$ cat src/rtl/cpu_dram_arb.sv
// Slot arbiter between refresh, video fetch and Z80 accesses; one DRAM command per 4-phase slot.
// Decision at the c3 edge; CPU read data and strobe appear in the c3 clock of the granted slot; cpu_next tells a waiting CPU whether it wins this slot.
module cpu_dram_arb #(
  parameter int VID_MAX    = 3,
  parameter int REF_PERIOD = 64
) (
  input  logic        clk,
  input  logic        rst,
  input  logic        c0,
  input  logic        c1,
  input  logic        c2,
  input  logic        c3,
  input  logic        cpu_req,
  input  logic        cpu_rnw,
  input  logic [20:0] cpu_addr,
  input  logic        cpu_wrbsel,
  input  logic [7:0]  cpu_wrdata,
  output logic        cpu_next,
  output logic        cpu_strobe,
  output logic        cpu_latch,
  output logic [15:0] cpu_rddata,
  input  logic        vid_req,
  input  logic [20:0] vid_addr,
  output logic        vid_strobe,
  output logic        dram_req,
  output logic [1:0]  dram_op,
  output logic [20:0] dram_addr,
  output logic [1:0]  dram_bsel,
  output logic [15:0] dram_wrdata,
  input  logic [15:0] dram_rddata
);

  localparam int RW = (REF_PERIOD > 2) ? $clog2(REF_PERIOD) : 1;
  localparam int VW = (VID_MAX > 1) ? $clog2(VID_MAX + 1) : 1;

  localparam logic [1:0] OP_IDLE = 2'b00;
  localparam logic [1:0] OP_RD   = 2'b01;
  localparam logic [1:0] OP_WR   = 2'b10;
  localparam logic [1:0] OP_REF  = 2'b11;

  typedef enum logic [1:0] {
    OWN_IDLE,
    OWN_REF,
    OWN_VID,
    OWN_CPU
  } own_t;

  own_t          r_own;
  logic [RW-1:0] r_ref_cnt;
  logic          r_ref_due;
  logic [VW-1:0] r_vid_run;
  logic          r_dram_req;
  logic [1:0]    r_dram_op;
  logic [20:0]   r_dram_addr;
  logic [1:0]    r_dram_bsel;
  logic [15:0]   r_dram_wrdata;
  logic [15:0]   r_cpu_rddata;
  logic          r_cpu_strobe;
  logic          r_cpu_latch;
  logic          r_vid_strobe;

  logic          w_vid_sat;
  own_t          w_own_nxt;

  always_comb begin
    w_vid_sat = (r_vid_run == VW'(VID_MAX));
    w_own_nxt = OWN_IDLE;
    if (r_ref_due)
      w_own_nxt = OWN_REF;
    else if (cpu_req && w_vid_sat)
      w_own_nxt = OWN_CPU;
    else if (vid_req)
      w_own_nxt = OWN_VID;
    else if (cpu_req)
      w_own_nxt = OWN_CPU;
  end

  // Equivalent to "a held cpu_req wins the next decision"; only meaningful during c3.
  assign cpu_next = !r_ref_due && (!vid_req || w_vid_sat);

  always_ff @(posedge clk) begin
    if (rst) begin
      r_own         <= OWN_IDLE;
      r_ref_cnt     <= RW'(REF_PERIOD - 1);
      r_ref_due     <= 1'b0;
      r_vid_run     <= '0;
      r_dram_req    <= 1'b0;
      r_dram_op     <= OP_IDLE;
      r_dram_addr   <= '0;
      r_dram_bsel   <= '0;
      r_dram_wrdata <= '0;
      r_cpu_rddata  <= '0;
      r_cpu_strobe  <= 1'b0;
      r_cpu_latch   <= 1'b0;
      r_vid_strobe  <= 1'b0;
    end else begin
      r_cpu_strobe <= 1'b0;
      r_vid_strobe <= c1 && (r_own == OWN_VID);
      if (c0)
        r_dram_req <= 1'b0;

      if (c2 && (r_own == OWN_CPU) && (r_dram_op == OP_RD)) begin
        r_cpu_rddata <= dram_rddata;
        r_cpu_strobe <= 1'b1;
        r_cpu_latch  <= 1'b1;
      end

      if (c3) begin
        r_own      <= w_own_nxt;
        r_dram_req <= (w_own_nxt != OWN_IDLE);

        unique case (w_own_nxt)
          OWN_REF: begin
            r_dram_op   <= OP_REF;
            r_dram_addr <= '0;
            r_dram_bsel <= 2'b11;
            r_ref_due   <= 1'b0;
          end
          OWN_VID: begin
            r_dram_op   <= OP_RD;
            r_dram_addr <= vid_addr;
            r_dram_bsel <= 2'b11;
          end
          OWN_CPU: begin
            r_dram_op     <= cpu_rnw ? OP_RD : OP_WR;
            r_dram_addr   <= cpu_addr;
            r_dram_bsel   <= cpu_rnw ? 2'b11 : {cpu_wrbsel, !cpu_wrbsel};
            r_dram_wrdata <= {cpu_wrdata, cpu_wrdata};
            r_cpu_latch   <= 1'b0;
          end
          default: begin
            r_dram_op <= OP_IDLE;
          end
        endcase

        // Expiry is written last so it wins over the refresh-grant clear.
        if (r_ref_cnt == '0) begin
          r_ref_cnt <= RW'(REF_PERIOD - 1);
          r_ref_due <= 1'b1;
        end else begin
          r_ref_cnt <= r_ref_cnt - RW'(1);
        end

        if ((w_own_nxt == OWN_CPU) || !cpu_req)
          r_vid_run <= '0;
        else if ((w_own_nxt == OWN_VID) && !w_vid_sat)
          r_vid_run <= r_vid_run + VW'(1);
      end
    end
  end

  assign dram_req    = r_dram_req;
  assign dram_op     = r_dram_op;
  assign dram_addr   = r_dram_addr;
  assign dram_bsel   = r_dram_bsel;
  assign dram_wrdata = r_dram_wrdata;
  assign cpu_rddata  = r_cpu_rddata;
  assign cpu_strobe  = r_cpu_strobe;
  assign cpu_latch   = r_cpu_latch;
  assign vid_strobe  = r_vid_strobe;

endmodule

$ cat config.mk
export PLATFORM = sky130hd
export DESIGN_NAME = cpu_dram_arb
export DESIGN_NICKNAME = d
export VERILOG_FILES = /design/src/rtl/cpu_dram_arb.sv
export SDC_FILE = /design/constraint.sdc
export NUM_CORES = 1
export LEC_CHECK = 0
export CORE_ASPECT_RATIO = 1.1
export CORE_MARGIN = 2
export CORE_UTILIZATION = 36
export DETAILED_ROUTE_END_ITERATION = 10
export PLACE_DENSITY = 0.83
export SETUP_SLACK_MARGIN = 0.4
export SKIP_CTS_REPAIR_TIMING = 1
export SLEW_MARGIN = 10
export SYNTH_ARGS = -nofsm -noshare
export SYNTH_HDL_FRONTEND = slang
export SYNTH_SLANG_ARGS = --single-unit
$ cat constraint.sdc
create_clock -name clk -period 1.5 [get_ports clk]
set_input_delay 0.15 -clock clk [delete_from_list [all_inputs] [get_ports clk]]
set_output_delay 0.15 -clock clk [all_outputs]
set_load 0.05 [all_outputs]
==> report_table.html <==
<table>
<tr><th>Metric</th><th>Value</th></tr>
<tr><th colspan="2">Floorplanning</th></tr>
<tr><td>Area enclosed by the die boundary</td><td>8410 sq um</td></tr>
<tr><td>I/O pin count</td><td>138</td></tr>
<tr><td>Die boundary width</td><td>87.6 um</td></tr>
<tr><td>Y dimension of the die</td><td>96 um</td></tr>
<tr><td>Core area</td><td>7470 sq um</td></tr>
<tr><td>Initial core utilization</td><td>0.371</td></tr>
<tr><td>Placement row count</td><td>33</td></tr>
<tr><th colspan="2">Detailed routing</th></tr>
<tr><td>Post-detailed-route wirelength per cell</td><td>16.7 um</td></tr>
<tr><td>Count of vias placed by the detailed router</td><td>2879</td></tr>
<tr><td>Final antenna-violating net count</td><td>0</td></tr>
<tr><td>Sum of routed wire length over all layers</td><td>9290 um</td></tr>
<tr><td>Via density per instance</td><td>5.17</td></tr>
<tr><td>Detailed-route DRC error count</td><td>0</td></tr>
<tr><td>Detailed Routing Iterations Pass 1</td><td>4</td></tr>
<tr><td>Number of violations reported at the end of detailed-routing iteration 0</td><td>76</td></tr>
<tr><th colspan="2">Critical path</th></tr>
<tr><td>Critical path launch point type</td><td>flip-flop</td></tr>
<tr><td>Cell type group with the largest total delay on the critical path</td><td>simple AND/OR/NAND/NOR gates</td></tr>
<tr><td>Crit path buf inv count</td><td>0</td></tr>
<tr><td>Cells on worst reg2reg path</td><td>3</td></tr>
<tr><td>RR Startpoint</td><td>r_ref_cnt[1]$_SDFFE_PP1P_</td></tr>
<tr><td>Required time at the worst-slack endpoint</td><td>1770 ps</td></tr>
<tr><td>Reg-to-reg critical path endpoint</td><td>r_ref_cnt[5]$_SDFFE_PP1P_</td></tr>
<tr><td>Crit-path cells</td><td>or4b_4 &gt; or4_1 &gt; nand3_1</td></tr>
<tr><td>Slowest cell on the critical path</td><td>sky130_fd_sc_hd__or4b_4</td></tr>
<tr><td>Critical-path maximum fanout</td><td>3</td></tr>
<tr><td>Maximum single-stage delay on the critical path</td><td>550 ps</td></tr>
<tr><td>Critical Setup Path Class</td><td>flip-flop to flip-flop</td></tr>
<tr><td>Worst endpoint data arrival time</td><td>1730 ps</td></tr>
<tr><td>FF-to-FF setup slack</td><td>40 ps</td></tr>
<tr><td>Crit. End Element</td><td>flip-flop</td></tr>
<tr><th colspan="2">Timing</th></tr>
<tr><td>Number of pins with negative max-slew slack in the final report</td><td>0</td></tr>
<tr><td>Rel. slew slack</td><td>0.667</td></tr>
<tr><td>Transition time at the pin with the least slew margin</td><td>499 ps</td></tr>
<tr><td>Fmax</td><td>684 MHz</td></tr>
<tr><td>Hold Slack</td><td>264 ps</td></tr>
<tr><td>Setup Viol. Count Final</td><td>0</td></tr>
<tr><td>Clock Skews</td><td>10.8 ps</td></tr>
<tr><td>Final Hold Fails</td><td>0</td></tr>
<tr><td>Unrepaired setup endpoints after global routing</td><td>true</td></tr>
<tr><td>Final critical-path share of the clock period</td><td>0.974</td></tr>
<tr><td>Final critical-path required period</td><td>1460 ps</td></tr>
<tr><th colspan="2">Pwr</th></tr>
<tr><td>P_sw</td><td>0.00120 W</td></tr>
<tr><td>Clock network fraction of design power</td><td>0.302</td></tr>
<tr><td>P_int</td><td>0.00283 W</td></tr>
<tr><td>Leakage power summed over all cells</td><td>1.96 nW</td></tr>
<tr><td>Sequential fraction of design power</td><td>0.448</td></tr>
<tr><td>Switching power share of the total</td><td>0.298</td></tr>
<tr><td>Relative contribution of combinational cells to total power</td><td>0.250</td></tr>
<tr><td>Power density of the placed cells</td><td>795 nW/um^2</td></tr>
<tr><td>Peak VDD IR</td><td>0.434 mV</td></tr>
<tr><th colspan="2">Global routing</th></tr>
<tr><td>Number of global-route vias before repair</td><td>2593</td></tr>
<tr><td>Total grt overflow</td><td>0</td></tr>
<tr><td>Total GRT Usage</td><td>0.177</td></tr>
<tr><td>Antenna violations before repair</td><td>0</td></tr>
<tr><td>First-pass GRT wire length</td><td>11600 um</td></tr>
<tr><td>Pin count of the biggest net entering global routing</td><td>29</td></tr>
<tr><th colspan="2">Hold path</th></tr>
<tr><td>Hold/Removal Path Class</td><td>primary input to flip-flop</td></tr>
<tr><td>Cells on Worst Hold Path</td><td>2</td></tr>
<tr><td>Source of the worst hold timing path</td><td>rst</td></tr>
<tr><td>Endpoint of the worst hold path</td><td>r_own[1]$_SDFFE_PP0P_</td></tr>
<tr><th colspan="2">Synth</th></tr>
<tr><td>Seq cells post-synth</td><td>64</td></tr>
<tr><td>Number of unique standard cell types used by synthesis</td><td>39</td></tr>
<tr><td>Seq/Total Area, Yosys</td><td>0.463</td></tr>
<tr><td>Yosys warning total</td><td>0</td></tr>
<tr><td>Async set-reset flop share out of synthesis</td><td>0</td></tr>
<tr><td>Count of flip-flops with a built-in enable after synthesis</td><td>0</td></tr>
<tr><td>Most area-hungry cell type in the Yosys netlist</td><td>sky130_fd_sc_hd__dfxtp_1</td></tr>
<tr><td>Most used standard cell by instance count after synthesis</td><td>sky130_fd_sc_hd__dfxtp_1</td></tr>
<tr><td>Most area-consuming cells after synthesis</td><td>sky130_fd_sc_hd__dfxtp_1 46%, sky130_fd_sc_hd__nand2b_1 7.9%, sky130_fd_sc_hd__a32oi_1 6.6%</td></tr>
<tr><td>Netlist area before placement</td><td>2770 sq um</td></tr>
<tr><td>Gate count of the mapped netlist</td><td>286</td></tr>
<tr><td>Top cells by instance count after synthesis</td><td>64 x sky130_fd_sc_hd__dfxtp_1, 35 x sky130_fd_sc_hd__nand2b_1, 22 x sky130_fd_sc_hd__clkbuf_1</td></tr>
<tr><td>Ys flop type</td><td>sky130_fd_sc_hd__dfxtp_1</td></tr>
<tr><td>Number of nets in the synthesized netlist</td><td>365</td></tr>
<tr><td>Area share of the largest cell type after synthesis</td><td>0.463</td></tr>
<tr><td>Post-synthesis area per instance</td><td>9.69 sq um</td></tr>
<tr><th colspan="2">CTS</th></tr>
<tr><td>Deepest level of the CTS H-tree</td><td>3</td></tr>
<tr><td>Source-to-sink clock delay at the later pin of the worst-skew pair</td><td>330 ps</td></tr>
<tr><td>CTS tree</td><td>built</td></tr>
<tr><td>Clock transition at path regs</td><td>70 ps</td></tr>
<tr><td>Number of buffers created by CTS</td><td>9</td></tr>
<tr><td>Clock root buffer</td><td>sky130_fd_sc_hd__clkbuf_8</td></tr>
<tr><td>Max Buffers Root-to-Sink</td><td>2</td></tr>
<tr><td>Number of clock sinks</td><td>64</td></tr>
<tr><th colspan="2">Placed design</th></tr>
<tr><td>Area post-placement</td><td>4230 sq um</td></tr>
<tr><td>I/O Buffers</td><td>137</td></tr>
<tr><td>Post-detailed-placement half-perimeter wirelength</td><td>5650 um</td></tr>
<tr><td>Routability Congestion</td><td>0.735</td></tr>
<tr><th colspan="2">Layout</th></tr>
<tr><td>Net count, final</td><td>527</td></tr>
<tr><td>Antenna cells</td><td>0</td></tr>
<tr><td>Area grow syn2layout</td><td>82.8%</td></tr>
<tr><td>Final cell utilization of the core</td><td>0.678</td></tr>
<tr><td>Proportion of layout cells with a drive suffix above 1</td><td>0.409</td></tr>
<tr><td>Finished layout cell area</td><td>5060 sq um</td></tr>
<tr><th colspan="2">Outcome</th></tr>
<tr><td>Result of the run</td><td>complete, no violations</td></tr>
<tr><th colspan="2">Run</th></tr>
<tr><td>Number of max-cap violations</td><td>0</td></tr>
</table>
worst register-to-register path: stages, from the launching register on:
cell and delay, ps:
sky130_fd_sc_hd__dfxtp_2 330, sky130_fd_sc_hd__or4b_4 550, sky130_fd_sc_hd__or4_1 420, sky130_fd_sc_hd__nand3_1 100
flip-flops by register name (all words and copies together), names as in the netlist:
name,flops
r_ref_cnt,6
dram_op,2
cpu_strobe,1
dram_bsel,2
cpu_rddata,16
dram_addr,21
r_ref_due,1
r_vid_run,2
r_own,2
vid_strobe,1
cpu_latch,1
dram_wrdata,8
dram_req,1
cells by family after synthesis:
| kind of cell | synth area share |
|---|---|
| simple gates | 0.178 |
| compound gates | 0.211 |
| flops | 0.463 |
| buf+inv | 0.0641 |
| mux | 0.0578 |
| xor+xnor | 0.0126 |
| fa+ha+maj | 0.0136 |
power groups by stage:
stage	Combinational [W]	Clock [W]	Sequential, W
4_1_cts	0.000806	0.00124	0.00180
6_report	0.00101	0.00122	0.00180
3_5_place_dp	0.000803	0	0.00184
3_3_place_gp	0.000790	0	0.00184
2_1_floorplan	0.000282	0	0.00200
5_1_grt	0.00105	0.00132	0.00181
cells in the final DEF (no fill, tap or decap), types with 6 or more instances in the layout:
cell	count
sky130_fd_sc_hd__nand2_1	9
sky130_fd_sc_hd__a21oi_1	6
sky130_fd_sc_hd__dfxtp_2	6
sky130_fd_sc_hd__dfxtp_1	55
sky130_fd_sc_hd__clkdlybuf4s50_1	71
sky130_fd_sc_hd__a32oi_2	14
sky130_fd_sc_hd__a32oi_1	7
sky130_fd_sc_hd__mux2i_1	16
sky130_fd_sc_hd__a21oi_2	7
sky130_fd_sc_hd__nor2_4	6
sky130_fd_sc_hd__buf_6	15
sky130_fd_sc_hd__nand4_1	9
sky130_fd_sc_hd__nor2_1	8
sky130_fd_sc_hd__nand2b_1	33
sky130_fd_sc_hd__clkbuf_8	9
sky130_fd_sc_hd__o2bb2ai_1	20
sky130_fd_sc_hd__buf_4	80
stage by stage:
stage | setup TNS [ps] | total power [W] | cells | setup WS [ps]
4_1_cts | -99.1 | 0.00385 | 531 | -99.1
6_report | 0 | 0.00403 | 557 | 39.0
5_1_grt | 0 | 0.00419 | 557 | 3.33
3_5_place_dp | -3050 | 0.00264 | 516 | -161
2_1_floorplan | 0 | 0.00228 | 286 | 130
3_3_place_gp | -1900 | 0.00263 | 516 | -144
how the worst max path moves through the flow:
stage / start / to / slack, ps / depth (start not counted)
final: r_ref_cnt[1]$_SDFFE_PP1P_ / r_ref_cnt[5]$_SDFFE_PP1P_ / 40 / 3
after global routing: r_ref_cnt[1]$_SDFFE_PP1P_ / r_ref_cnt[5]$_SDFFE_PP1P_ / 3 / 3
after CTS: r_vid_run[0]$_SDFFE_PP0P_ / cpu_next / -100 / 5
after detailed placement: c3 / r_ref_cnt[5]$_SDFFE_PP1P_ / -160 / 4
after global placement: c3 / r_ref_cnt[5]$_SDFFE_PP1P_ / -140 / 4
after floorplan: r_ref_cnt[1]$_SDFFE_PP1P_ / r_ref_cnt[5]$_SDFFE_PP1P_ / 130 / 3
cell type report:
| type | instances | area (sq um) |
|---|---|---|
| Clock inverter | 4 | 22.5 |
| Multi-Input combinational cell | 186 | 1700 |
| Inverter | 5 | 18.8 |
| Timing Repair Buffer | 182 | 1760 |
| Tap cell | 105 | 131 |
| Sequential cell | 64 | 1300 |
| Clock buffer | 11 | 131 |
| Fill cell | 556 | 2410 |
metal layers:
metal	routed length (um)	part of all wire	global-route usage	vias to the layer above
li1	-	-	-	1375
met1	3690	0.40	0.210	1361
met2	4750	0.51	0.290	127
met3	652	0.070	0.0557	16
met4	197	0.021	0.0808	0
met5	0	0	0	-
(Power assumes the default switching activity.)
